===== src/rtl/jtag_word_loader.sv =====
`default_nettype none
// +---------------------------------------------------------------------------+
// | jtag_word_loader : packs JTAG 4-phase handshake bytes into memory words.  |
// | Revision 1.0                                                              |
// +---------------------------------------------------------------------------+
module jtag_word_loader #(
    parameter int BYTE_W      = 8,
    parameter int WORD_BYTES  = 4,
    parameter int ADDR_W      = 10,
    parameter int SYNC_STAGES = 2,
    parameter int WRAP        = 0
) (
    input  logic                         clk_i,
    input  logic                         rst_ni,
    input  logic                         sel_i,
    input  logic                         word_rdy_i,
    input  logic [BYTE_W-1:0]            data_i,
    output logic                         ack_o,
    output logic                         mem_we_o,
    output logic [ADDR_W-1:0]            mem_addr_o,
    output logic [BYTE_W*WORD_BYTES-1:0] mem_data_o,
    output logic [WORD_BYTES-1:0]        mem_be_o,
    output logic [ADDR_W:0]              words_o,
    output logic                         busy_o,
    output logic                         overflow_o
);

    localparam int WORD_W = BYTE_W * WORD_BYTES;
    localparam int LANE_W = (WORD_BYTES > 1) ? $clog2(WORD_BYTES) : 1;
    localparam logic [LANE_W-1:0] LAST_LANE = LANE_W'(WORD_BYTES - 1);
    localparam logic [ADDR_W:0]   DEPTH_CNT = (ADDR_W + 1)'(2 ** ADDR_W);

    typedef enum logic [2:0] {
        S_IDLE     = 3'd0,
        S_WAIT_RDY = 3'd1,
        S_WAIT_LOW = 3'd2,
        S_WRITE    = 3'd3,
        S_FLUSH    = 3'd4,
        S_FULL     = 3'd5
    } state_e;

    state_e                   state_q, state_d;
    logic [SYNC_STAGES-1:0]   sel_sync_q, sel_sync_d;
    logic [SYNC_STAGES-1:0]   rdy_sync_q, rdy_sync_d;
    logic [LANE_W-1:0]        lane_q, lane_d;
    logic [WORD_W-1:0]        word_q, word_d;
    logic [WORD_BYTES-1:0]    valid_q, valid_d;
    logic [ADDR_W-1:0]        addr_q, addr_d;
    logic [ADDR_W:0]          words_q, words_d;
    logic                     ack_q, ack_d;
    logic                     ovf_q, ovf_d;
    logic                     sel_s, rdy_s;

    assign sel_s = sel_sync_q[SYNC_STAGES-1];
    assign rdy_s = rdy_sync_q[SYNC_STAGES-1];

    always_comb begin
        sel_sync_d = {sel_sync_q[SYNC_STAGES-2:0], sel_i};
        rdy_sync_d = {rdy_sync_q[SYNC_STAGES-2:0], word_rdy_i};
        state_d    = state_q;
        lane_d     = lane_q;
        word_d     = word_q;
        valid_d    = valid_q;
        addr_d     = addr_q;
        words_d    = words_q;
        ack_d      = ack_q;
        ovf_d      = ovf_q;

        case (state_q)
            S_IDLE: begin
                ack_d = 1'b0;
                if (sel_s) begin
                    addr_d  = '0;
                    lane_d  = '0;
                    word_d  = '0;
                    valid_d = '0;
                    words_d = '0;
                    ovf_d   = 1'b0;
                    state_d = S_WAIT_RDY;
                end
            end
            S_WAIT_RDY: begin
                // Session end wins over a byte arriving in the same cycle.
                if (!sel_s) begin
                    state_d = (|valid_q) ? S_FLUSH : S_IDLE;
                end else if (rdy_s) begin
                    word_d[int'(lane_q)*BYTE_W +: BYTE_W] = data_i;
                    valid_d[lane_q] = 1'b1;
                    ack_d   = 1'b1;
                    state_d = S_WAIT_LOW;
                end
            end
            S_WAIT_LOW: begin
                if (!sel_s) begin
                    ack_d   = 1'b0;
                    state_d = S_FLUSH;
                end else if (!rdy_s) begin
                    ack_d = 1'b0;
                    if (lane_q == LAST_LANE) begin
                        state_d = S_WRITE;
                    end else begin
                        lane_d  = lane_q + LANE_W'(1);
                        state_d = S_WAIT_RDY;
                    end
                end
            end
            S_WRITE, S_FLUSH: begin
                word_d  = '0;
                valid_d = '0;
                lane_d  = '0;
                addr_d  = addr_q + ADDR_W'(1);
                if (words_q != DEPTH_CNT) begin
                    words_d = words_q + (ADDR_W + 1)'(1);
                end
                state_d = (state_q == S_WRITE) ? S_WAIT_RDY : S_IDLE;
                if (&addr_q) begin
                    if (WRAP == 0) begin
                        state_d = S_FULL;
                    end else begin
                        ovf_d = 1'b1;
                    end
                end
            end
            S_FULL: begin
                // Keep acknowledging so the JTAG side never stalls; bytes are dropped.
                ack_d = rdy_s;
                if (rdy_s) begin
                    ovf_d = 1'b1;
                end
                if (!sel_s) begin
                    ack_d   = 1'b0;
                    state_d = S_IDLE;
                end
            end
            default: begin
                ack_d   = 1'b0;
                state_d = S_IDLE;
            end
        endcase
    end

    always_ff @(posedge clk_i or negedge rst_ni) begin
        if (!rst_ni) begin
            state_q    <= S_IDLE;
            sel_sync_q <= '0;
            rdy_sync_q <= '0;
            lane_q     <= '0;
            word_q     <= '0;
            valid_q    <= '0;
            addr_q     <= '0;
            words_q    <= '0;
            ack_q      <= 1'b0;
            ovf_q      <= 1'b0;
        end else begin
            state_q    <= state_d;
            sel_sync_q <= sel_sync_d;
            rdy_sync_q <= rdy_sync_d;
            lane_q     <= lane_d;
            word_q     <= word_d;
            valid_q    <= valid_d;
            addr_q     <= addr_d;
            words_q    <= words_d;
            ack_q      <= ack_d;
            ovf_q      <= ovf_d;
        end
    end

    assign ack_o      = ack_q;
    assign mem_we_o   = (state_q == S_WRITE) || (state_q == S_FLUSH);
    assign mem_addr_o = addr_q;
    assign mem_data_o = word_q;
    assign mem_be_o   = valid_q;
    assign words_o    = words_q;
    assign busy_o     = (state_q != S_IDLE);
    assign overflow_o = ovf_q;

endmodule
`default_nettype wire

===== config.mk =====
export PLATFORM = sky130hd
export DESIGN_NAME = jtag_word_loader
export DESIGN_NICKNAME = d
export VERILOG_FILES = /design/src/rtl/jtag_word_loader.sv
export SDC_FILE = /design/constraint.sdc
export NUM_CORES = 1
export LEC_CHECK = 0
export BUFFER_PORTS_ARGS = -buffer_cell sky130_fd_sc_hd__buf_4
export CAP_MARGIN = 20
export CORE_MARGIN = 2
export CORE_UTILIZATION = 45
export CTS_BUF_LIST = sky130_fd_sc_hd__clkbuf_8
export DETAILED_ROUTE_END_ITERATION = 6
export GPL_TIMING_DRIVEN = 0
export PLACE_DENSITY = 0.75
export SLEW_MARGIN = 10
export SYNTH_ARGS = -nofsm -noshare
export SYNTH_HDL_FRONTEND = slang
export SYNTH_SLANG_ARGS = --single-unit

===== constraint.sdc =====
create_clock -name clk_i -period 2.7 [get_ports clk_i]
set_input_delay 0.135 -clock clk_i [delete_from_list [all_inputs] [get_ports clk_i]]
set_output_delay 0.135 -clock clk_i [all_outputs]
set_load 0.02 [all_outputs]

==> metrics.cfg <==
[outcome]
status=complete, no violations

[die]
die_w_um=91.4
start_util_pct=46.9
rows=31
die_area_um2=8350
fp.coreArea_um2=7330
io_pins=73
die_y_um=91.4

[logic_synthesis]
netlist_instances=343
synthFlopType=dfrtp_1
yosys.area.top_type_share_pct=49.5
synth_nets=363
async_reset_ff_share_pct=100
ys_ff_latch=68
synth_seq_area_share_pct=49.5
synth_area_leader_cell=dfrtp_1
syn_area_per_cell_um2=10.0
ys_types=50
syn-cell-area_um2=3440
synth_edf_count=0
synth_area_leaders=dfrtp_1 (50%), mux2i_1 (10%), nand2_1 (6.3%)
ys_warn_count=0

[cts]
ctsHtreeMaxLevel=3
hold_buffers=3
clkLatencyLatePin_ns=0.34
cts_root_buf=clkbuf_8
cts_tree=done
numCtsBuffers=9
clock-sinks=68
clkSlewWorstSetupHoldPaths_ns=0.08
ctsResizeCount=0
cts_setup_buffers=0
max-clock-path-buffers=2

[detailed_routing]
vias=2798
drt-pass1-iter-count=4
drc=0
wire_per_inst_um=15.0
avgViaCountPerCell=5.25
drt-total-wl_mm=8.01
antenna_left=0
drt_first_iter_violations=134

[placement]
gp_congestion=0.880
dp_hpwl_mm=5.79
port_buffers=72

[sta]
setup-tns-final_ns=0
fin_skew_ns=0.00926
rsz0062_at_grt=false
holdWs_ns=0.0399
slew_viol_final=0
maxSlewHeadroom_pct=37.9
min_period_over_period_pct=83.3
period_needed_ns=2.25
worst_pin_slew_ns=0.923
setup_viol=0
max_freq_mhz=445
hold_viol=0

[setup_path]
worstPathRequired_ns=2.96
end_kind=flop
worstSetupPathType=reg -> reg
start_kind=flop
crit_arrival_ns=2.51
path_max_fanout=10

[cells_and_area]
syn_to_final_growth_pct=26.6
drive_gt1_share_pct=25.3
nets=449
multi_input_comb_area_um2=1550
seq_area_um2=1700
final_cell_mix=buf_4 (72), dfrtp_1 (68), nand2_1 (58)
final_common_cell=buf_4
n_antenna_cell=0
fillers=643

[power_and_ir_drop]
p_total_mw=3.34
powerDensity_nw_per_um2=766
p_leak_nw=2.04
ir_worst_vdd_v=0.000424

[grt]
grt_max_degree=69
antenna_found_initial=0
gr-total-overflow=0
grt.total_usage_pct=20.4
grt_pass1_wl_mm=13.6
grt_pass1_vias=2673

[flow_run]
cap_violations=0

[hold_path]
hold_class=in -> reg

## metal layers
layer / vias to the layer above / wire, um / GRT usage (%)
met2: 77 / 3780 / 31.4
met1: 1346 / 3650 / 27.7
met5: - / 0 / 0
li1: 1363 / - / -
met3: 12 / 465 / 4.48
met4: 0 / 117 / 8.71
## per-stage QoR
stage               instance area [um^2]  instances  util (%)  worst slack, ns
floorplan                           3440        343         -            0.858
global placement                    4100        514      55.9            0.540
finish                              4350        533      59.4            0.452
detailed placement                  4100        514      55.9            0.469
CTS                                 4350        533      59.4            0.435
global route                        4350        533      59.4            0.282
## path summary, 6_finish.rpt
| kind | start | endpoint | slack [ns] | depth (start not counted) |
|---|---|---|---|---|
| min in group asynchronous | rst_ni | words_o[5] | 0.44 | 2 |
| min | data_i[1] | mem_data_o[17] | 0.04 | 2 |
| max in group asynchronous | rst_ni | mem_data_o[11] | 1.68 | 2 |
| max reg2reg | lane_q[0] | mem_data_o[20] | 0.45 | 6 |
| max | lane_q[0] | mem_data_o[20] | 0.45 | 6 |
| min reg2reg | sel_sync_q[0] | sel_sync_q[1] | 0.35 | 0 |
## synthesized netlist by cell type (2+ instances only)
master and n:
buf_2 7, nor4b_1 2, nand3_1 8, nand2b_1 8, inv_1 34, o21ai_0 9, and4_1 2, and3_1 3
o21a_1 3, clkbuf_1 3, nor4_2 3, or3_1 4, ha_1 8, o2bb2ai_1 3, o21ai_4 2, mux2_2 2
a22o_1 2, o31ai_1 9, nand4_1 2, a21oi_1 16, nand3b_1 3, nor4_1 3, mux2i_1 36, nand2_1 58
nor2_1 12, or4_1 8, a31oi_1 2, dfrtp_1 68, nor3_1 2
## sequential cells by signal, indices dropped and copies added (netlist names)
name,cells
ack_o,1
lane_q,2
mem_addr_o,10
mem_be_o,4
mem_data_o,32
overflow_o,1
rdy_sync_q,2
sel_sync_q,2
state_q,3
words_o,11
## area by class of cell
| type | count | area share [%] |
|---|---|---|
| inverter | 35 | 3.02 |
| multi-input combinational | 229 | 35.5 |
| sequential | 68 | 39.1 |
| tap | 99 | 2.85 |
| timing repair buffer | 75 | 13.1 |
| clock inverter | 7 | 2.24 |
| clock buffer | 9 | 2.85 |
| buffer | 11 | 1.32 |
## critical path, stage by stage, from the launching register on
cell and delay, ns:
dfrtp_1 0.53, inv_1 0.12, ha_1 0.38, nand2b_1 0.14, nor4_2 0.54, and3_1 0.32
o2bb2ai_1 0.14
## logic make-up after synthesis
family          after synthesis  share of synthesized area, %
compound gates               54                          10.7
buf+inv                      46                          5.50
xor+xnor                      1                         0.255
mux                          38                          11.1
simple gates                128                          20.0
flops                        68                          49.5
fa+ha+maj                     8                          2.91
## where the power goes
| part | internal [mW] | total, mW | switching, mW |
|---|---|---|---|
| Sequential | 1.13 | 1.26 | 0.126 |
| Combinational | 0.448 | 1.15 | 0.699 |
| Clock | 0.524 | 0.930 | 0.405 |
| Total | 2.11 | 3.34 | 1.23 |
Power figures use the tool's default switching activity.
